File: src/rtl/player_move_ctrl_pkg.sv
// Shared game parameters for the player movement path: map size, FSM state
// encodings, direction codes and the one-step target helper.
package player_move_ctrl_pkg;

  localparam int GAME_MAP_WIDTH  = 11;
  localparam int GAME_MAP_HEIGHT = 11;

  localparam logic [1:0] ST_IDLE = 2'd0;
  localparam logic [1:0] ST_ASK  = 2'd1;
  localparam logic [1:0] ST_WAIT = 2'd2;

  localparam logic [1:0] DIR_UP    = 2'd0;
  localparam logic [1:0] DIR_DOWN  = 2'd1;
  localparam logic [1:0] DIR_LEFT  = 2'd2;
  localparam logic [1:0] DIR_RIGHT = 2'd3;

  // One extra bit so that stepping off the low edge wraps to a large value
  // and fails the same unsigned compare as stepping off the high edge.
  typedef struct packed {
    logic [4:0] x;
    logic [4:0] y;
  } coord5_t;

  function automatic coord5_t step_target(input logic [1:0] dir,
                                          input logic [3:0] x,
                                          input logic [3:0] y);
    coord5_t t;
    t.x = {1'b0, x};
    t.y = {1'b0, y};
    case (dir)
      DIR_UP:    t.y = {1'b0, y} - 5'd1;
      DIR_DOWN:  t.y = {1'b0, y} + 5'd1;
      DIR_LEFT:  t.x = {1'b0, x} - 5'd1;
      default:   t.x = {1'b0, x} + 5'd1;
    endcase
    return t;
  endfunction

endpackage

File: src/rtl/player_move_ctrl_move_target_calc.sv
// Combinational direction pick (key press over pending entry), one-step
// target computation and map bounds test.
module move_target_calc
  import player_move_ctrl_pkg::*;
#(
  parameter int MAP_WIDTH  = GAME_MAP_WIDTH,
  parameter int MAP_HEIGHT = GAME_MAP_HEIGHT
) (
  input  logic       key_up,
  input  logic       key_down,
  input  logic       key_left,
  input  logic       key_right,
  input  logic       pend_valid,
  input  logic [1:0] pend_dir,
  input  logic [3:0] cur_x,
  input  logic [3:0] cur_y,
  output logic       key_hit,
  output logic [1:0] key_dir,
  output logic       req_valid,
  output logic [3:0] tgt_x,
  output logic [3:0] tgt_y,
  output logic       tgt_ok
);

  logic [1:0] sel_dir;
  coord5_t    tgt;

  always_comb begin
    key_hit = key_up | key_down | key_left | key_right;
    key_dir = DIR_RIGHT;
    if (key_up)        key_dir = DIR_UP;
    else if (key_down) key_dir = DIR_DOWN;
    else if (key_left) key_dir = DIR_LEFT;

    sel_dir   = key_hit ? key_dir : pend_dir;
    req_valid = key_hit | pend_valid;

    tgt    = step_target(sel_dir, cur_x, cur_y);
    tgt_x  = tgt.x[3:0];
    tgt_y  = tgt.y[3:0];
    tgt_ok = req_valid && (tgt.x < 5'(MAP_WIDTH)) && (tgt.y < 5'(MAP_HEIGHT));
  end

endmodule

File: src/rtl/player_move_ctrl.sv
// Player movement controller: turns key presses into move requests to the
// interaction stage and commits the returned player state.
//
// state | meaning
// IDLE  | pick key press or pending entry, bounds-check, register target
// ASK   | one-cycle player_ask_move, clear wait timer
// WAIT  | wait for accept_move (commit) or timer expiry (timeout_err)
module player_move_ctrl
  import player_move_ctrl_pkg::*;
#(
  parameter int          MAP_WIDTH   = GAME_MAP_WIDTH,
  parameter int          MAP_HEIGHT  = GAME_MAP_HEIGHT,
  parameter logic [3:0]  INIT_X      = 4'd5,
  parameter logic [3:0]  INIT_Y      = 4'd10,
  parameter logic [15:0] INIT_FLOOR  = 16'd0,
  parameter logic [3:0]  INIT_KEYS   = 4'd0,
  parameter logic [15:0] INIT_HEALTH = 16'd1000,
  parameter int          TIMEOUT     = 15
) (
  input  logic        clk,
  input  logic        rst,
  input  logic        key_up,
  input  logic        key_down,
  input  logic        key_left,
  input  logic        key_right,
  output logic        player_ask_move,
  output logic [3:0]  player_ask_x,
  output logic [3:0]  player_ask_y,
  input  logic        accept_move,
  input  logic [3:0]  goto_x,
  input  logic [3:0]  goto_y,
  input  logic [3:0]  key_num_in,
  input  logic [15:0] floor_in,
  input  logic [15:0] health_in,
  output logic [3:0]  player_x,
  output logic [3:0]  player_y,
  output logic [3:0]  key_num,
  output logic [15:0] floor,
  output logic [15:0] health,
  output logic        busy,
  output logic        dead,
  output logic        timeout_err
);

  localparam int TIMER_W = (TIMEOUT < 2) ? 1 : $clog2(TIMEOUT + 1);
  localparam logic [TIMER_W-1:0] TIMER_LAST = TIMER_W'(TIMEOUT - 1);

  logic [1:0]         state;
  logic [TIMER_W-1:0] timer;
  logic               pend_valid;
  logic [1:0]         pend_dir;
  logic [3:0]         ask_x;
  logic [3:0]         ask_y;

  logic       key_hit;
  logic [1:0] key_dir;
  logic       req_valid;
  logic [3:0] tgt_x;
  logic [3:0] tgt_y;
  logic       tgt_ok;

  assign dead            = (health == 16'd0);
  assign busy            = (state != ST_IDLE);
  assign player_ask_move = (state == ST_ASK);
  assign player_ask_x    = ask_x;
  assign player_ask_y    = ask_y;

  // A dead player contributes neither fresh presses nor buffered ones.
  move_target_calc #(
    .MAP_WIDTH  (MAP_WIDTH),
    .MAP_HEIGHT (MAP_HEIGHT)
  ) u_calc (
    .key_up     (key_up    & ~dead),
    .key_down   (key_down  & ~dead),
    .key_left   (key_left  & ~dead),
    .key_right  (key_right & ~dead),
    .pend_valid (pend_valid & ~dead),
    .pend_dir   (pend_dir),
    .cur_x      (player_x),
    .cur_y      (player_y),
    .key_hit    (key_hit),
    .key_dir    (key_dir),
    .req_valid  (req_valid),
    .tgt_x      (tgt_x),
    .tgt_y      (tgt_y),
    .tgt_ok     (tgt_ok)
  );

  always_ff @(posedge clk) begin
    if (rst) begin
      state       <= ST_IDLE;
      timer       <= '0;
      pend_valid  <= 1'b0;
      pend_dir    <= DIR_UP;
      ask_x       <= 4'd0;
      ask_y       <= 4'd0;
      timeout_err <= 1'b0;
      player_x    <= INIT_X;
      player_y    <= INIT_Y;
      floor       <= INIT_FLOOR;
      key_num     <= INIT_KEYS;
      health      <= INIT_HEALTH;
    end else begin
      timeout_err <= 1'b0;
      case (state)
        ST_IDLE: begin
          pend_valid <= 1'b0;
          if (tgt_ok) begin
            ask_x <= tgt_x;
            ask_y <= tgt_y;
            state <= ST_ASK;
          end
        end
        ST_ASK: begin
          timer <= '0;
          state <= ST_WAIT;
        end
        ST_WAIT: begin
          if (accept_move) begin
            player_x <= goto_x;
            player_y <= goto_y;
            floor    <= floor_in;
            key_num  <= key_num_in;
            health   <= health_in;
            state    <= ST_IDLE;
          end else if (timer == TIMER_LAST) begin
            timeout_err <= 1'b1;
            state       <= ST_IDLE;
          end else begin
            timer <= timer + 1'b1;
          end
        end
        default: state <= ST_IDLE;
      endcase

      // Presses during a request in flight land in the one-entry buffer.
      if (state != ST_IDLE) begin
        if (dead) begin
          pend_valid <= 1'b0;
        end else if (key_hit) begin
          pend_valid <= 1'b1;
          pend_dir   <= key_dir;
        end
      end
    end
  end

endmodule

File: config.mk
export PLATFORM = sky130hd
export DESIGN_NAME = player_move_ctrl
export DESIGN_NICKNAME = d
export VERILOG_FILES = /design/src/rtl/player_move_ctrl_pkg.sv /design/src/rtl/player_move_ctrl_move_target_calc.sv /design/src/rtl/player_move_ctrl.sv
export SDC_FILE = /design/constraint.sdc
export NUM_CORES = 1
export LEC_CHECK = 0
export CORE_ASPECT_RATIO = 0.8
export CORE_MARGIN = 1
export CORE_UTILIZATION = 45
export CTS_CLUSTER_SIZE = 24
export DETAILED_ROUTE_END_ITERATION = 6
export GPL_ROUTABILITY_DRIVEN = 0
export MAX_ROUTING_LAYER = met4
export PLACE_DENSITY = 0.78
export RECOVER_POWER = 100
export SETUP_SLACK_MARGIN = 0.02
export SLEW_MARGIN = 10
export SYNTH_ARGS = -nofsm -noshare
export SYNTH_HDL_FRONTEND = slang
export SYNTH_SLANG_ARGS = --single-unit
File: constraint.sdc
create_clock -name clk -period 5.1 [get_ports clk]
set_input_delay 1.02 -clock clk [delete_from_list [all_inputs] [get_ports clk]]
set_output_delay 1.02 -clock clk [all_outputs]
set_load 0.01 [all_outputs]
# --- After elaboration in Yosys (flattened, before gate mapping) ---
# Index checks and enable logic that the tools add are counted.
# W data, S select, Z words.
word_totals:
  regBits: 62
  latch_bits: 0
  mem_bits_rw: 0
  rom_bits: 0
  out_inout_bits: 56
  word_cells: 71
  mem_count: 0
classes:
  n_addsub: 5
  multipliers: 0
  div_mod_pow: 0
  order_cmp: 2
  eq_ne: 9
  n_shift: 0
  mux: 18
  bitwise: 11
  reduce_logical: 14
op_table:
  columns: ["cell", "count"]
  rows:
  - ["$pmux W5 S2", 2]
  - ["$logic_not A16 Y1", 1]
  - ["$mux W2", 6]
  - ["$add A4 B1 Y5 const B", 2]
  - ["$lt A5 B4 Y1 const B", 2]
  - ["$sub A4 B1 Y5 const B", 2]
  - ["$mux W4", 2]
  - ["$pmux W4 S2", 1]
  - ["$reduce_and A2 Y1", 4]
  - ["$mux W1", 6]
  - ["$ne A2 B2 Y1 const B", 3]
  - ["$pmux W2 S3", 1]
  - ["$and A1 B1 Y1", 5]
  - ["$add A4 B1 Y4 const B", 1]
  - ["$eq A2 B1 Y1 const B", 2]
  - ["$eq A2 B2 Y1 const B", 2]
  - ["$eq A4 B4 Y1 const B", 1]
  - ["$logic_not A2 Y1", 2]
  - ["$or A1 B1 Y1", 4]
  - ["$reduce_bool A2 Y1", 2]
  - ["$ne A3 B3 Y1 const B", 1]
  - ["$reduce_and A3 Y1", 1]
  - ["$reduce_or A3 Y1", 1]
  - ["$logic_and A1 B1 Y1", 2]
  - ["other kinds (2)", 3]

# --- Longest topological paths before layout ---
# Gate-level depths: netlist (run 1).
logic_depth:
  ltp_word: 15
  depth_mapped: 13

# --- Cells and area by module ---
# Synthesis (run 1) repeated with hierarchy kept, for this count alone.
hier_totals:
  cells_unflattened: 354
  hier_area_um2: 2840.2
modules_own_cells:
  columns: ["module", "n_inst", "cells_each", "area_each_um2"]
  rows:
  - ["player_move_ctrl", 1, 298, 2394.8]
  - ["move_target_calc", 1, 56, 445.4]

# --- Worst setup path before layout (run 1) ---
# Ideal clock, no wire load.
synth_path:
  path_type: "in2reg"
  start: "in key_left"
  end: "reg ask_x[0], in the netlist player_ask_x[0]"
  setup_time_ns: 0.121
  arrival_time_ns: 3.884
  required_time_ns: 4.979
  path_slack_ns: 1.095
  stages: 13
  n_path_buf: 1
  cell_sequence: "nor2_1 > a41o_2 > a21oi_1 > clkbuf_1 > nand2_1 > inv_1 > ha_1 > nor2b_1 > o21a_1 > a2111o_1 > and3_4 > o221ai_4 > mux2_4"
synth_between:
  elab_chain_len: 12
synth_lines:
  columns: ["item", "line_no", "source"]
  rows:
  - ["start, declared", "player_move_ctrl.sv:24", "input logic key_left,"]
  - ["$and A1 B1 Y1 (*)", "player_move_ctrl.sv:75", ".key_left (key_left & ~dead),"]
  - ["$mux W1", "player_move_ctrl_move_target_calc.sv:33", "else if (key_left) key_dir = DIR_LEFT;"]
  - ["$mux W2", "player_move_ctrl_move_target_calc.sv:32", "else if (key_down) key_dir = DIR_DOWN;"]
  - ["$mux W2", "player_move_ctrl_move_target_calc.sv:31", "if (key_up) key_dir = DIR_UP;"]
  - ["$mux W2", "player_move_ctrl_move_target_calc.sv:35", "sel_dir = key_hit ? key_dir : pend_dir;"]
  - ["$eq A2 B1 Y1 or $logic_not A2 Y1 (tied branches)", "player_move_ctrl_pkg.sv:30", "case (dir)"]
  - ["$reduce_or A2 Y1 (no source line)", null, null]
  - ["$pmux W5 S2", "player_move_ctrl_pkg.sv:30", null]
  - ["$lt A5 B4 Y1", "player_move_ctrl_move_target_calc.sv:41", "tgt_ok = req_valid && (tgt.x < 5'(MAP_WIDTH)) && (tgt.y < 5'(MAP_HEIGHT));"]
  - ["$logic_and A1 B1 Y1 (2 in a row)", "player_move_ctrl_move_target_calc.sv:41", null]
  - ["$reduce_and A2 Y1 (no source line)", null, null]
  - ["end signal, assigned", "player_move_ctrl.sv:109", "ask_x <= tgt_x;"]
  - ["end, declared", "player_move_ctrl.sv:52", "logic [3:0] ask_x;"]
# Every way passes the cells marked *; elsewhere a longest branch is shown, timed or not.
# A chain may end at the register's enable or synchronous reset.

# --- Final worst setup path (run 1) ---
layout_path:
  start: "in key_left"
  end: "reg ask_x[3], in the netlist player_ask_x[3]"
# Same word-level chain as after synthesis.

==> metrics.txt, run 1 <==
Critical path origin=key_left; worst hold path type=flop to flop; clock root cell=clkbuf_8; crit path DAT=4330 ps; Slew Limit Fails=47; Wirelength per Cell=14.09 microns; Netlist cell types=47; Iteration-0 DRC Markers=89; dpl cell area=4129 sq um; CP endpoint=player_ask_x[3]; RSZ-0062 raised after global routing=false; first-pass GRT wire length=12.56 mm; antenna violations before repair=0; post-route cell area=4302 sq um; area of the multi-input gates=1605 sq um; vias per std cell=5.135; Max clock buf depth=2; total gr overflow=0; worst path cell trace=dlygate4sd3_1, nor2_1, a41o_2, a21oi_1, nand2_1, inv_1, ha_1, nor2b_1, o21a_1, a2111o_1, and3_1, o221ai_4, mux2_1; Power Density=408.9 nW/um^2; vias in the first global route=2736; Post-CTS Setup Inserts=0; Worst R2R Start=health[11]; synthesized-area fraction occupied by and/or/nand/nor cells=23.64%; clock sinks=62; antenna-violating nets left=0; Slew HR=-27.67%; final setup vio count=0; maxcap violations=1; Post-CTS Hold Fix Bufs=0; Final min period=4097 ps; Worst Reg-to-Reg Cells=12; GR Layer Usage met2=38.32%; max incr delay on CP=570 ps; Die X-Extent=93.39 microns; post-synthesis net count=421; CTS H-Tree Depth=3; Fill cells=518; vias=2819; critical path type=input port to flop; Seq. cell area=1241 sq um; ratio of cells with drive above 1 in the final layout=6.667%; hold slack=453.5 ps; worst clock skew=11.57 ps; final wirelength=7.734 mm; dominant combinational cell family by area after synthesis=simple AND/OR/NAND/NOR gates; Crit. End Element=flop; total CTS buffers=9; core area=6409 sq um; R2R Setup Slk=1230 ps; Synth Area in XOR/XNOR=2.330%; Die Y=75.11 microns; HPWL Detailed=5.493 mm; outcome=finished, violations left; yosys warns=0; Worst Max-Slew Pin Slew=1915 ps; worst-path fanout max=8; final hold vios=0; DRC=0; Post-CTS Resized=0; Area Overhead vs Synth=43.07%; Tot Pwr=0.001759 W; Post-Synth Adder-Cell Area=5.909%; violated checks=capacitance limit, slew limit; Die Footprint=7014 sq um; met1 GRT Util=28.54%; Tcrit/Tclk final=80.33%; leak pwr=1.751 nW; # IOs=107; Most Crowded Layer GR=met2; GRT Total Usage=24.24%; post-synthesis mux area share=4.161%; Max Clk Rate=244.1 MHz; Clock Latency Late Sink=360 ps; Final #Nets=524; std cell rows=26; largest net degree at the start of global routing=54; Initial Util=46.92%; CP startpoint kind=input port; DRT Pass-1 Iters=6; Antenna Cells=0; Max VDD drop=0.0002229 V; fin cells=549; Setup TNS=0 ps; placed cells=533; R2R Path End=player_ask_x[3]; register bit total from synthesis=62; I/O Buffers=106; syn_area_per_cell=8.422 sq um; compound-gate portion of the synthesized area=18.64%; CTS tree=done; slowest CP cell=dlygate4sd3_1; Worst-path clk slew=80 ps; mapped cell area=3007 sq um; register area share after synthesis=41.28%; GRT met3 Usage=9.293%; CP required=5330 ps; Gate Count Post-Synth=357
==> worst min path at each step <==
stage,slack (ps),end,start,cells past startpoint
after global placement,440,key_num[3],key_num[3],2
after CTS,460,floor[9],floor[9],2
after floorplan,460,timer[0],timer[0],2
after detailed placement,450,floor[9],floor[9],2
after global routing,480,key_num[1],key_num[1],2
final,450,floor[9],floor[9],2
==> cell families (layout without fill, tap and decap cells) <==
family | after synthesis | count (layout)
buffers and inverters | 32 | 140
xor gates and xnor gates | 8 | 8
DFF | 62 | 62
muxes | 10 | 10
and+or+nand+nor | 152 | 152
adders and majority gates | 13 | 13
AOI/OAI and AO/OA | 80 | 80
==> flip-flops by register name, indices dropped and copies added, names as in the netlist <==
register,cells
pend_valid,1
pend_dir,2
key_num,4
timer,4
player_ask_x,4
player_y,4
player_x,4
floor,16
state,2
player_ask_y,4
timeout_err,1
health,16
==> cells in the mapped netlist (all sizes together) <==
cell	number	area share, %
a2111o	1	0.37
a2111oi	2	1.8
a211oi	2	0.50
a21o	6	1.7
a21oi	49	8.3
a221oi	1	0.29
a22oi	1	0.25
a41o	1	0.37
a41oi	2	0.83
and2	2	0.42
and3	2	0.58
and4	1	0.29
buf	4	0.54
clkbuf	14	1.7
clkinv	1	0.12
dfxtp	62	41
fa	2	1.3
ha	11	4.6
inv	13	1.6
mux2	5	2.5
mux2i	5	1.7
nand2	105	13
nand2b	1	0.21
nand3	9	1.5
nand4	1	0.21
nor2	13	1.6
nor2b	8	1.7
nor3	3	0.50
nor3b	1	0.25
nor4	4	2.8
o211ai	4	1.0
o21a	1	0.25
o21ai	4	0.67
o221a	1	0.37
o221ai	2	1.2
o22a	1	0.29
o22ai	2	0.42
or2	1	0.21
or2b	1	0.25
xnor2	4	1.2
xor2	4	1.2
==> cell type report <==
cell class                 instances  share of cell area, %
tap                               84                  2.443
clock buffer                       9                  2.880
inverter                          14                  1.222
multi-input combinational        263                  37.32
sequential                        62                  28.85
clock inverter                     7                  2.211
timing repair buffer             110                  25.07
==> layout by cell type (no fill, tap or decap), types with 3 or more instances in the layout <==
master and n:
a21o_1 5, a21oi_1 48, clkbuf_8 9, clkdlybuf4s50_1 47, dfxtp_1 62, dlygate4sd3_1 58, ha_1 11, inv_1 13
mux2_1 5, mux2i_1 5, nand2_1 105, nand3_1 9, nor2_1 13, nor2b_1 8, nor3_1 3, nor4_4 3
o211ai_1 4, o21ai_0 4, xnor2_1 4, xor2_1 4
==> metrics by stage <==
stage / util, % / setup slack, ps
6_report: 67.12 / 1003
5_1_grt: 67.12 / 851.4
4_1_cts: 67.84 / 1121
3_5_place_dp: 64.43 / 798.8
3_3_place_gp: 64.43 / 930.5
2_1_floorplan: - / 1095
==> worst max-delay path, delay by kind of cell <==
kind	cells	cell delay, ps
compound gates	5	1370
buf+inv	2	710
simple gates	4	590
mux	1	370
fa+ha+maj	1	280
==> where the power goes <==
part	leakage (nW)	switching (W)	internal [W]
logic	1.14	0.000338	0.000311
clock network	0.110	0.000205	0.000276
registers	0.503	0.0000629	0.000566
==> metal layers <==
| metal | vias to the layer above | routed length (microns) |
|---|---|---|
| met1 | 1293 | 3425 |
| met5 | - | 0 |
| met2 | 99 | 3548 |
| met3 | 15 | 643 |
| met4 | 0 | 116 |
| li1 | 1412 | - |
(Power assumes the default switching activity.)
==> inputs of run 2 (changes only) <==
- CORE_UTILIZATION: 45 -> 41
- PLACE_DENSITY: 0.78 -> 0.75
- clock period: 5.1 -> 3.7 ns (I/O delays scaled with it)
==> run 2 against run 1 <==
The run ends with DRC, capacitance limit, slew limit left. Utilization decreased by 3.9 points. Largest cell class unchanged. Non-clock buffer count increased by 15. Highest routed layer unchanged. Routed wire length increased by 1.6%. Die area increased by 9.5%. Critical endpoint unchanged. Clock power increased by 12%.
==> metrics.txt, run 2 (synthesized netlist as in run 1, its figures left out) <==
total CTS buffers=9; Iteration-0 DRC Markers=199; Regs by FF count=floor: 16 flops, health: 16 flops; Tot Pwr=0.002371 W; Initial Util=43.00%; violated checks=DRC, capacitance limit, slew limit; Die Footprint=7682 sq um; outcome=finished, violations left; CTS tree=done; commonest non-fill, non-tap cells in the layout=105 x nand2_1, 62 x dfxtp_1, 56 x dlygate4sd3_1; Final min period=3538 ps; clock sinks=62; Antenna Cells=0; worst clock skew=8.250 ps; GRT Total Usage=21.83%; Max Clk Rate=282.7 MHz; first-pass GRT wire length=12.92 mm; Max clock buf depth=2; Die X-Extent=97.74 microns; Slew Limit Fails=80; Worst-path clk slew=70 ps; DRC=8; std cell rows=27; Wirelength per Cell=13.86 microns; CP startpoint kind=input port; antenna violations before repair=0; final setup vio count=0; leak pwr=1.803 nW; vias in the first global route=2795; maxcap violations=2; # IOs=107; Area Overhead vs Synth=47.07%; vias per std cell=5.028; vias=2851; fin util=63.23%; worst hold path type=flop to flop; Slew HR=-24.50%; Power Density=536.3 nW/um^2; worst-path fanout max=7; largest net degree at the start of global routing=53; CTS H-Tree Depth=3; GRT met3 Usage=7.836%; Final #Nets=539; met1 GRT Util=26.49%; total gr overflow=0; Clock Latency Late Sink=340 ps; Die Y=78.60 microns; Worst Max-Slew Pin Slew=1867 ps; Crit. End Element=flop; most common cell after layout, fill and taps aside=nand2_1; critical path type=input port to flop; CP required=3920 ps; final wirelength=7.861 mm; clock root cell=clkbuf_8; HPWL Detailed=5.765 mm; core area=6993 sq um; Max VDD drop=0.0003030 V; DRT Pass-1 Iters=7; RSZ-0062 raised after global routing=false; GR Layer Usage met2=33.97%; Tcrit/Tclk final=95.61%; Most Crowded Layer GR=met2; I/O Buffers=106; crit path DAT=3760 ps; ratio of cells with drive above 1 in the final layout=10.83%; antenna-violating nets left=0; final hold vios=0
[run 2: timing repair]
action,4_1_cts,5_1_grt
gates resized for setup,0,4
setup endpoints to repair,0,7
hold buffers,0,0
buffers inserted,0,1
[run 2: cell type report]
class                   count  area (sq um)
multi-input cells         263          1647
fillers                   604          2571
clock inverters             6         47.55
inverters                  14         52.55
well taps                  87         108.9
clock buffers              10         137.6
flip-flops and latches     62          1241
repair buffers            125          1187
[run 2: layer usage]
metal / routed length (microns) / part of all wire, %
met5: 0 / 0
met1: 3617 / 46
met3: 580 / 7.4
met4: 47 / 0.60
met2: 3616 / 46
[run 2: power breakdown]
part,internal [W],switching (W)
clock network,0.000263,0.000279
logic,0.000476,0.000482
registers,0.000780,0.0000918
total,0.00152,0.000853
[run 2: metrics by stage]
step | cell area (sq um) | TNS (ps) | std cells | setup WS, ps | hold WS (ps)
4_1_cts | 4423 | 0 | 566 | 157.1 | 457.1
5_1_grt | 4422 | 0 | 567 | 12.07 | 476.2
3_5_place_dp | 4238 | -1672 | 550 | -197.0 | 448.8
3_3_place_gp | 4238 | -838.9 | 550 | -110.7 | 441.3
6_report | 4422 | 0 | 567 | 162.4 | 452.2
2_1_floorplan | 3008 | 0 | 357 | 103.2 | 462.2
[run 2: critical path, cell delays in order]
cell and delay, ps:
clkdlybuf4s50_1 500, inv_1 50, a21oi_1 260, o22ai_2 130, nand2_1 130, inv_1 90
ha_1 320, nor2b_1 150, o21a_1 170, a2111o_1 370, and3_4 210, o221ai_4 280
mux2_1 360
[run 2: final timing paths]
kind / from / end / slack, ps / depth (start not counted)
setup / recovery: key_down / player_ask_x[3] / 160 / 13
setup reg to reg: health[9] / player_ask_x[3] / 240 / 12
hold / removal: floor[1] / floor[1] / 450 / 2
hold reg to reg: floor[1] / floor[1] / 450 / 2
==> inputs of run 3 (changes only) <==
- GPL_TIMING_DRIVEN: unset -> 0
==> run 3 against run 2 <==
The flow finishes with violations (DRC). Maximum frequency fell by 1.2%. Sequential power barely moved. Sequential share of layout area fell by 0.51 points. Via count rose by 3.0%. Die area unchanged. Utilization rose by 1.2 points. Flip-flop and latch count unchanged. Global-route usage increased by 2.0 points. Critical path depth unchanged. Critical endpoint is now player_ask_y[1]. Largest cell class unchanged.
==> metrics.txt, run 3 (synthesized netlist as in run 1, its figures left out) <==
outcome=finished, violations left; violated checks=DRC; Area Overhead vs Synth=49.81%; worst-path fanout max=8; Antenna Cells=0; Max clock buf depth=2; Tcrit/Tclk final=96.78%; ratio of cells with drive above 1 in the final layout=10.86%; Logic pwr share=41.3%; area of the multi-input gates=1685 sq um; Die Footprint=7682 sq um; Iteration-0 DRC Markers=143; final wirelength=8.518 mm; Slew Limit Fails=0; vias=2937; Worst Max-Slew Pin Slew=597.8 ps; critical path type=input port to flop; Clk pwr share=23.8%; first-pass GRT wire length=13.78 mm; Sw Share=35.01%; most common cell after layout, fill and taps aside=nand2_1; HPWL Detailed=6.284 mm; clock sinks=62; CTS tree=done; antenna-violating nets left=0; Die Y=78.60 microns; R2R Setup Slk=220 ps; DRC=8; Die X-Extent=97.74 microns; P_int=0.001621 W; Fill cells=594; Final min period=3581 ps; total CTS buffers=9; Seq. cell area=1241 sq um; Regs by FF count=floor: 16 flops, health: 16 flops; GRT Total Usage=23.88%; std cell rows=27; Max VDD drop=0.0002725 V; I/O Buffers=105; antenna violations before repair=0; CP required=3930 ps; Wirelength per Cell=14.81 microns; hold slack=454.0 ps; CTS H-Tree Depth=3; crit path DAT=3810 ps; CP startpoint kind=input port; Slew HR=60.15%; Initial Util=43.00%; maxcap violations=0; leak pwr=1.851 nW; largest net degree at the start of global routing=11; Clock Latency Late Sink=350 ps; core area=6993 sq um; Crit. End Element=flop; vias in the first global route=2951; Reg power frac=34.9%; final hold vios=0; total gr overflow=0; fin util=64.41%; Setup TNS=0 ps; clock root cell=clkbuf_8; worst clock skew=10.78 ps; Worst-path clk slew=70 ps; # IOs=107; fin cells=575; commonest non-fill, non-tap cells in the layout=104 x nand2_1, 62 x dfxtp_1, 57 x dlygate4sd3_1; Final #Nets=548; vias per std cell=5.108; Max Clk Rate=279.3 MHz; worst hold path type=flop to flop; placed cells=549; final setup vio count=0; DRT Pass-1 Iters=7; NetSw=0.0008732 W; Power Density=553.7 nW/um^2
[run 3: changes by cell type in the layout (fill, tap and decap cells not counted), moves of 2 or more]
cell | previous run | this run
clkinv_2 | 0 | 2
mux2_1 | 4 | 0
clkbuf_1 | 3 | 17
a21oi_1 | 48 | 46
buf_4 | 15 | 9
mux2_4 | 1 | 5
clkinvlp_4 | 4 | 1
clkdlybuf4s50_1 | 49 | 47
clkinv_4 | 2 | 0
[run 3: worst max-delay path, stage by stage]
cell,delay (ps)
clkdlybuf4s50_1,470
nor2_1,50
a41o_2,290
a21oi_4,170
clkbuf_8,140
nand2_1,90
fa_1,430
xor2_1,240
o21ai_2,120
a2111oi_4,450
o221ai_4,150
buf_12,170
mux2_4,290
[run 3: worst paths after layout]
kind,start,endpoint,cells past startpoint
setup / recovery,key_right,player_ask_y[1],13
setup reg to reg,health[11],player_ask_y[1],13
hold reg to reg,floor[6],floor[6],2
hold / removal,floor[6],floor[6],2
[run 3: what timing repair did]
item / CTS / global route
endpoints found under the hold margin: 0 / 0
resized for setup: 7 / 5
setup buffers: 5 / 6
endpoints found under the setup margin: 10 / 7
hold buffers: 0 / 0
cloned: 0 / 0
pin swaps: 3 / 8
[run 3: power by group through the flow]
stage | combinational (W) | sequential, W | clock [W]
after floorplan | 0.000556 | 0.000916 | 0
after global placement | 0.000956 | 0.000883 | 0
after detailed placement | 0.000981 | 0.000888 | 0
after CTS | 0.00103 | 0.000874 | 0.000607
after global routing | 0.00112 | 0.000886 | 0.000638
final | 0.00103 | 0.000872 | 0.000593
[run 3: cell type report]
type | instances | area share (%)
multi-input cells | 263 | 37.42
flip-flops and latches | 62 | 27.56
clock inverters | 4 | 1.056
clock buffers | 11 | 3.139
well taps | 87 | 2.417
inverters | 14 | 1.167
plain buffers | 18 | 1.750
repair buffers | 116 | 25.50
[run 3: stage by stage]
step	setup WS [ps]	power, W	area (sq um)
after floorplan	103.2	0.001472	3008
after global placement	-715.6	0.001839	4168
after detailed placement	-744.8	0.001869	4168
after CTS	30.68	0.002516	4438
after global routing	-1.773	0.002648	4504
final	119.0	0.002494	4504
[run 3: routing by layer]
| metal | GRT usage, % | vias up | part of all wire (%) |
|---|---|---|---|
| met4 | 8.030 | 0 | 1.6 |
| met2 | 38.87 | 116 | 47 |
| met3 | 9.795 | 13 | 8.7 |
| li1 | - | 1468 | - |
| met1 | 26.70 | 1340 | 43 |
| met5 | - | - | 0 |
